--- src/rtl/toggle_hs_pkg.sv ---
// Shared types and defaults for the toggle request/acknowledge CDC receiver.
package toggle_hs_pkg;

  localparam int DEF_DATA_W      = 32;
  localparam int DEF_SYNC_STAGES = 2;
  localparam int DEF_CNT_W       = 16;

  // Wide enough to count INIT cycles for the deepest legal synchronizer (4 stages).
  localparam int INIT_CNT_W = 3;

  typedef enum logic [1:0] {
    INIT,
    IDLE,
    HOLD
  } state_t;

  // INIT lasts one cycle longer than the synchronizer is deep, so req_d is settled.
  function automatic int init_len(input int sync_stages);
    return sync_stages + 1;
  endfunction

endpackage

--- src/rtl/toggle_hs_rx_bit_sync.sv ---
// Single-bit multi-flop synchronizer; latency STAGES cycles, no backpressure.
module bit_sync #(
  parameter int STAGES = 2
) (
  input  logic clk,
  input  logic rst_n,
  input  logic d,
  output logic q
);

  logic [STAGES-1:0] chain;

  always_ff @(posedge clk or negedge rst_n) begin
    if (!rst_n) begin
      chain <= '0;
    end else begin
      chain <= {chain[STAGES-2:0], d};
    end
  end

  assign q = chain[STAGES-1];

endmodule

--- src/rtl/toggle_hs_rx.sv ---
// Receive end of a toggle req/ack CDC link; word valid SYNC_STAGES+1 cycles after Req flips.
// Ack toggles back only when the word is consumed (Valid_out & Ready_in), giving end-to-end backpressure.
module toggle_hs_rx
  import toggle_hs_pkg::*;
#(
  parameter int DATA_W      = DEF_DATA_W,
  parameter int SYNC_STAGES = DEF_SYNC_STAGES,
  parameter int CNT_W       = DEF_CNT_W
) (
  input  logic              Clk,
  input  logic              Reset_b,
  input  logic              Req_tgl_in,
  input  logic [DATA_W-1:0] Data_in,
  output logic              Ack_tgl_out,
  output logic [DATA_W-1:0] Data_out,
  output logic              Valid_out,
  input  logic              Ready_in,
  output logic              Proto_err,
  output logic [CNT_W-1:0]  Xfer_cnt
);

  localparam int                    INIT_LEN  = init_len(SYNC_STAGES);
  localparam logic [INIT_CNT_W-1:0] INIT_LAST = INIT_CNT_W'(INIT_LEN - 1);

  logic req_s;
  logic req_d;
  logic evt;

  state_t                state, state_nxt;
  logic [INIT_CNT_W-1:0] init_cnt, init_cnt_nxt;
  logic [DATA_W-1:0]     data_nxt;
  logic                  valid_nxt;
  logic                  ack_nxt;
  logic [CNT_W-1:0]      cnt_nxt;
  logic                  err_nxt;

  bit_sync #(
    .STAGES(SYNC_STAGES)
  ) u_req_sync (
    .clk  (Clk),
    .rst_n(Reset_b),
    .d    (Req_tgl_in),
    .q    (req_s)
  );

  // The detect register updates every cycle, so any toggle is consumed exactly once.
  always_ff @(posedge Clk or negedge Reset_b) begin
    if (!Reset_b) begin
      req_d <= 1'b0;
    end else begin
      req_d <= req_s;
    end
  end

  assign evt = req_s ^ req_d;

  always_ff @(posedge Clk or negedge Reset_b) begin
    if (!Reset_b) begin
      state       <= INIT;
      init_cnt    <= '0;
      Data_out    <= '0;
      Valid_out   <= 1'b0;
      Ack_tgl_out <= 1'b0;
      Xfer_cnt    <= '0;
      Proto_err   <= 1'b0;
    end else begin
      state       <= state_nxt;
      init_cnt    <= init_cnt_nxt;
      Data_out    <= data_nxt;
      Valid_out   <= valid_nxt;
      Ack_tgl_out <= ack_nxt;
      Xfer_cnt    <= cnt_nxt;
      Proto_err   <= err_nxt;
    end
  end

  always_comb begin
    state_nxt    = state;
    init_cnt_nxt = init_cnt;
    data_nxt     = Data_out;
    valid_nxt    = Valid_out;
    ack_nxt      = Ack_tgl_out;
    cnt_nxt      = Xfer_cnt;
    err_nxt      = Proto_err;
    case (state)
      // A Req level already high at reset release settles here and is not a transfer.
      INIT: begin
        if (init_cnt == INIT_LAST) begin
          state_nxt = IDLE;
        end else begin
          init_cnt_nxt = init_cnt + INIT_CNT_W'(1);
        end
      end
      IDLE: begin
        if (evt) begin
          data_nxt  = Data_in;
          valid_nxt = 1'b1;
          state_nxt = HOLD;
        end
      end
      HOLD: begin
        // A second toggle before Ack is dropped; the held word still completes.
        if (evt) begin
          err_nxt = 1'b1;
        end
        if (Ready_in) begin
          valid_nxt = 1'b0;
          ack_nxt   = ~Ack_tgl_out;
          cnt_nxt   = Xfer_cnt + CNT_W'(1);
          state_nxt = IDLE;
        end
      end
      default: state_nxt = INIT;
    endcase
  end

endmodule
--- config.mk ---
export PLATFORM = sky130hd
export DESIGN_NAME = toggle_hs_rx
export DESIGN_NICKNAME = d
export VERILOG_FILES = /design/src/rtl/toggle_hs_pkg.sv /design/src/rtl/toggle_hs_rx_bit_sync.sv /design/src/rtl/toggle_hs_rx.sv
export SDC_FILE = /design/constraint.sdc
export NUM_CORES = 1
export LEC_CHECK = 0
export BUFFER_PORTS_ARGS = -buffer_cell sky130_fd_sc_hd__buf_2
export CORE_UTILIZATION = 49
export CTS_CLUSTER_DIAMETER = 60
export DETAILED_ROUTE_END_ITERATION = 7
export PLACE_DENSITY = 0.79
export SLEW_MARGIN = 20
export SYNTH_ARGS = -nofsm -noshare
export SYNTH_HDL_FRONTEND = slang
export SYNTH_SLANG_ARGS = --single-unit
--- constraint.sdc ---
create_clock -name Clk -period 2 [get_ports Clk]
set_input_delay 0.1 -clock Clk [delete_from_list [all_inputs] [get_ports Clk]]
set_output_delay 0.1 -clock Clk [all_outputs]
set_load 0.02 [all_outputs]
==> results of run 1 <==
-- through the flow --
stage | utilization, % | setup WS [ps] | total power [mW]
3_3_place_gp | 63.4 | 486 | 3.85
2_1_floorplan | - | 518 | 3.28
3_5_place_dp | 63.4 | 425 | 3.90
4_1_cts | 73.9 | 414 | 4.91
6_report | 74.1 | 404 | 4.90
5_1_grt | 74.1 | 331 | 5.19
-- power breakdown --
group / switching (mW) / total (mW) / internal [mW]
Clock: 0.434 / 0.948 / 0.515
Combinational: 1.07 / 2.00 / 0.925
Sequential: 0.290 / 1.95 / 1.66
-- flip-flops by register name, summed over array words and instances (netlist names) --
name and cells:
Data_out 32, init_cnt 3, u_req_sync.chain 2, Xfer_cnt 16
Proto_err 1, Valid_out 1, Ack_tgl_out 1, state 2
req_d 1
-- worst paths after layout --
path                                startpoint                  end  slack, ps  cells past startpoint
min in group asynchronous              Reset_b         Data_out[10]        220                      2
max in group asynchronous              Reset_b          Xfer_cnt[4]       1160                      3
min reg2reg                u_req_sync.chain[0]  u_req_sync.chain[1]        360                      0
max reg2reg                u_req_sync.chain[1]         Data_out[28]        400                      4
min                                Data_in[19]         Data_out[19]         20                      2
max                        u_req_sync.chain[1]         Data_out[28]        400                      4
-- cells in the mapped netlist --
cell,number
and3_1,2
nor3_2,1
a21o_1,3
inv_1,5
and4_1,2
nand2_1,6
o31ai_1,1
and2_1,1
nor4_4,1
a211oi_1,1
nand4_1,2
ha_1,3
and2b_1,1
mux2_4,4
mux2_2,29
and3b_1,1
nand3b_4,1
buf_6,4
xor2_1,5
nor2_1,2
a211o_1,1
mux2i_1,1
dfrtp_1,59
nand3_1,6
xnor2_1,14
-- cell type report --
cell class	count	share of cell area (%)
flip-flops and latches	59	44.2
clock inverters	2	0.300
multi-input cells	88	24.7
clock buffers	14	4.87
repair buffers	121	23.5
inverters	5	0.562
well taps	52	1.95
-- per-layer routing --
layer	up-vias	share of wire (%)	track usage (%)
met2	60	51	36.1
met1	797	41	24.6
li1	793	-	-
met4	0	1.3	10.5
met3	6	6.0	8.72
met5	-	0	0
-- placed cells by master (no fill, tap or decap), drive strengths merged --
cell type | Yosys | final
a211o | 1 | 1
a211oi | 1 | 1
a21o | 3 | 3
and2 | 1 | 1
and2b | 1 | 1
and3 | 2 | 2
and3b | 1 | 1
and4 | 2 | 2
buf | 4 | 90
clkbuf | 0 | 14
clkinv | 0 | 2
dfrtp | 59 | 59
dlygate4sd3 | 0 | 31
ha | 3 | 3
inv | 5 | 5
mux2 | 33 | 33
mux2i | 1 | 1
nand2 | 6 | 6
nand3 | 6 | 6
nand3b | 1 | 1
nand4 | 2 | 2
nor2 | 2 | 2
nor3 | 1 | 1
nor4 | 1 | 1
o31ai | 1 | 1
xnor2 | 14 | 14
xor2 | 5 | 5
-- cells by family (layout without fill, tap and decap cells) --
kind of cell,Yosys count,count (layout),synth area share [%]
AOI/OAI and AO/OA,6,6,1.96
xor gates and xnor gates,19,19,7.04
adders and majority gates,3,3,1.59
DFF,59,59,62.5
and+or+nand+nor,26,26,7.46
muxes,34,34,16.8
buffers and inverters,9,142,2.70
==> run summary, run 1 <==
Outcome: finished clean
Vias/cell: 4.86
Top delay family on crit path: flip-flops
Post-CTS Setup Repair Bufs: 0
CP Buf/Inv Count: 1
Die width: 71.5 um
H-tree lvl count: 3
Row count: 24
Ant diodes: 0
Post-route cell area: 3340 sq um
Slew HR: 75.1%
Hold Crit Class: in -> reg
Fin nets: 323
DRC errors left: 0
Vias: 1656
RSZ-0062 raised after global routing: no
Vias in the first global route: 1731
Starting density of the core: 52.5%
Grt total ovfl: 0
Distinct cells, synth: 25
Arrival time worst endpoint: 1800 ps
Synth area leaders: dfrtp_1 62%, mux2_2 14%, xnor2_1 5.2%, mux2_4 2.5%, buf_6 1.9%
Tcrit/Tclk final: 79.8%
Area after DPL: 2860 sq um
Area Growth Syn to Fin: 41.3%
# IOs: 87
Synth Instances: 156
Worst setup EP type: flop
Die area: 5110 sq um
Fmax achieved: 627 MHz
Worst endpoint required time: 2210 ps
Hold Buf Count CTS: 30
Chip height: 71.5 um
Largest net degree at the start of global routing: 35
Overall Global Routing Usage: 21.7%
Final Instance Count excl. Fillers: 341
Clk_lat worst skew: 330 ps
Synthesis Warnings: 0
Seq. cell area: 1480 sq um
Core box area: 4500 sq um
Slowest stage delay, CP: 390 ps
Worst vdd ir: 1060 uV
DR iter-0 viols: 60
Fill cells: 297
Total Wirelength: 4950 um
Leakage power: 1.68 nW
Final Hold Vio Count: 0
Placer Congestion: 0.723
TritonCTS clock tree: yes
Final setup vio count: 0
Slew Viols, Final: 0
Clk pin slew, worst setup/hold paths: 70 ps
Port bufs: 86
Share of the synthesized area in the top cell type: 62.5%
Final ANT Viol Nets: 0
CTS Sinks: 59
Total negative slack: 0 ps
Post-synthesis instance area: 2360 sq um
Startpoint Class: flop
Clk root buf: clkbuf_8
Worst hold slack: 20.3 ps
Bufs on Longest Clock Path: 2
Largest area contributor in the netlist: dfrtp_1
Cts bufs inserted: 9
Worst Tran Pin Value: 374 ps
First-pass GRT wire length: 8150 um
#FFs+latches synth: 59
Worst path cell trace: xor2_1, and3b_1, buf_12, mux2_2
Sequential element share of the synthesized area: 62.5%
Resize count post-CTS: 0
Drt wl/cell: 14.5 um
Max Cap Violations: 0
Placed cells: 294
Syn_nets: 195
Drt pass-1 iters: 4
Crit path kind: reg -> reg
Minimum clock period: 1600 ps
Area of the multi-input gates: 823 sq um
PwrDens: 1470 nW/um^2
CP max FO: 34
Syn Area/Cell: 15.2 sq um
Worst clock skew: 8.86 ps
Layout cells sized above 1: 48.1%
Initial antenna violation count: 0
DP HPWL: 3020 um
Crit-path slowest cell: dfrtp_1
Power figures use the tool's default switching activity.
==> inputs of run 2 (changes only) <==
- CORE_UTILIZATION: 49 -> 44
- PLACE_DENSITY: 0.79 -> 0.75
- clock period: 2 -> 1.4 ns (I/O delays scaled with it)
==> run 2 against run 1 <==
Effect of this change: largest power group unchanged; sequential power grew 42%; critical path type unchanged; the run now ends with negative setup slack left; critical path depth is the same; highest routed layer unchanged; register-to-register slack got worse by 490 ps; routed wire length rose by 3.0%; die area rose by 11%.
==> run summary, run 2 (synthesized netlist as in run 1, its figures left out) <==
Outcome: complete, but fails checks
Violated checks: negative setup slack
Die width: 75.3 um (+5.4%)
Grt total ovfl: 0 (unchanged)
# IOs: 87 (unchanged)
Fin nets: 341 (+5.6%)
Chip height: 75.3 um (+5.4%)
Total Wirelength: 5100 um (+3.0%)
Initial antenna violation count: 0 (unchanged)
Leakage power: 1.82 nW (+8.2%)
Area after DPL: 3000 sq um (+5.0%)
Hold depth: 3 (+1)
Setup ws final: -82.1 ps (-486 ps)
Slew HR: 65.9% (-9.2 points)
Reg2reg end: Data_out[3]
Post-route cell area: 3620 sq um (+8.3%)
Vias: 1744 (+5.3%)
DRC errors left: 0 (unchanged)
Final Hold Vio Count: 0 (unchanged)
Overall Global Routing Usage: 19.6% (-2.1 points)
R2R cell count: 4 (unchanged)
Drt wl/cell: 13.5 um (-6.8%)
H-tree lvl count: 3 (unchanged)
CTS Sinks: 59 (unchanged)
Fill cells: 393 (+32%)
Clk root buf: clkbuf_8
DP HPWL: 3210 um (+6.3%)
Final setup vio count: 33 (+33)
Worst vdd ir: 1380 uV (+31%)
Ant diodes: 0 (unchanged)
DR iter-0 viols: 51 (-15%)
Slew Viols, Final: 0 (unchanged)
Worst r2r src: req_d
Minimum clock period: 1480 ps (-114 ps)
TritonCTS clock tree: yes
Total negative slack: -1950 ps (-1950 ps)
Final Instance Count excl. Fillers: 377 (+11%)
Number of flip-flops in the largest register: 32 (unchanged)
Commonest non-fill, non-tap cells in the layout: 86 x buf_2, 59 x dfrtp_1, 34 x dlygate4sd3_1, 28 x mux2_2, 15 x buf_4
Clk pin slew, worst setup/hold paths: 60 ps (about the same)
Worst Tran Pin Value: 512 ps (+138 ps)
Hold_sp: Ready_in
Placed cells: 324 (+10%)
Core box area: 5140 sq um (+14%)
Tcrit/Tclk final: 106% (+26 points)
Worst clock skew: 10.7 ps (+1.80 ps)
Arrival time worst endpoint: 1680 ps (-120 ps)
Starting density of the core: 46.0% (-6.5 points)
Reg with most FFs: Data_out
Final ANT Viol Nets: 0 (unchanged)
Cts bufs inserted: 9 (unchanged)
Row count: 26 (+8.3%)
Commonest non-fill, non-tap cell in the layout: buf_2
Crit path kind: reg -> reg
Max Cap Violations: 0 (unchanged)
First-pass GRT wire length: 7960 um (-2.4%)
Clk_lat worst skew: 330 ps (about the same)
CP max FO: 25 (-26%)
Die area: 5670 sq um (+11%)
Worst endpoint required time: 1600 ps (-610 ps)
Worst setup EP type: flop
Startpoint Class: flop
Placer Congestion: 0.725 (+0.28%)
Area Growth Syn to Fin: 53.0%
Vias in the first global route: 1799 (+3.9%)
Bufs on Longest Clock Path: 2 (unchanged)
Layout cells sized above 1: 53.1% (+5.0 points)
Hold Crit Class: in -> reg
Biggest regs: Data_out x32, Xfer_cnt x16, init_cnt x3
Dpl ws: -88.5 ps (-514 ps)
RSZ-0062 raised after global routing: yes
Drt pass-1 iters: 4 (unchanged)
R2R setup slack: -80 ps (-490 ps)
Hold endpoint: Xfer_cnt[2]
Largest net degree at the start of global routing: 26 (-26%)
Vias/cell: 4.63 (-4.7%)
PwrDens: 2080 nW/um^2 (+42%)
Port bufs: 86 (unchanged)
Fmax achieved: 675 MHz (+7.7%)
==> run 2: changes by cell type in the layout (fill, tap and decap cells not counted), moves of 2 or more <==
cell	change
clkbuf_8	-2
bufinv_16	+2
dlygate4sd3_1	+3
clkinv_2	+2
buf_4	+12
buf_12	+2
clkbuf_1	-2
==> run 2: worst max path at each step <==
stage	from	endpoint	slack [ps]	depth (start not counted)
2_1_floorplan	req_d	Data_out[19]	-50	5
3_3_place_gp	u_req_sync.chain[1]	Data_out[24]	-40	4
3_5_place_dp	u_req_sync.chain[1]	Data_out[24]	-90	4
4_1_cts	u_req_sync.chain[1]	Data_out[2]	-80	4
5_1_grt	req_d	Data_out[3]	-150	4
6_report	req_d	Data_out[3]	-80	4
==> run 2: final cells by class <==
class	count	area [sq um]	area share, %
inverters	5	18.8	0.519
clock buffers	10	128	3.53
clock inverters	6	80.1	2.21
multi-input cells	88	872	24.1
flip-flops and latches	59	1480	40.8
well taps	70	87.6	2.42
repair buffers	139	955	26.4
==> run 2: critical path: stages (launching register included) <==
cell     delay (ps)
dfrtp_1         400
xor2_2          170
and3b_2         240
buf_12          180
mux2_2          350
==> run 2: metrics by stage <==
| step | power [mW] | util, % | hold WS [ps] |
|---|---|---|---|
| final | 7.54 | 70.4 | 88.6 |
| after global routing | 7.99 | 70.4 | 97.1 |
| after CTS | 7.54 | 69.7 | 63.1 |
| after detailed placement | 5.75 | 58.3 | 75.4 |
| after global placement | 5.67 | 58.3 | 68.8 |
| after floorplan | 4.71 | - | -226 |
==> run 2: layer usage <==
layer,wire [um],up-vias,share of wire (%),GRT usage [%]
met5,0,-,0,0
met4,117,0,2.3,11.1
met3,204,13,4.0,4.23
met2,2780,53,54,36.0
met1,2000,850,39,20.7
li1,-,828,-,-
==> run 2: where the power goes <==
part / internal (mW) / total, mW / switching, mW
registers: 2.38 / 2.77 / 0.396
logic: 1.53 / 3.15 / 1.62
clock network: 0.989 / 1.61 / 0.622
==> run 2: what timing repair did <==
item	in CTS	in global routing
hold buffers	34	0
gates cloned	0	0
pin swaps	2	9
resized for setup	4	7
setup endpoints to repair	37	42
endpoints found under the hold margin	52	0
setup buffers	3	0
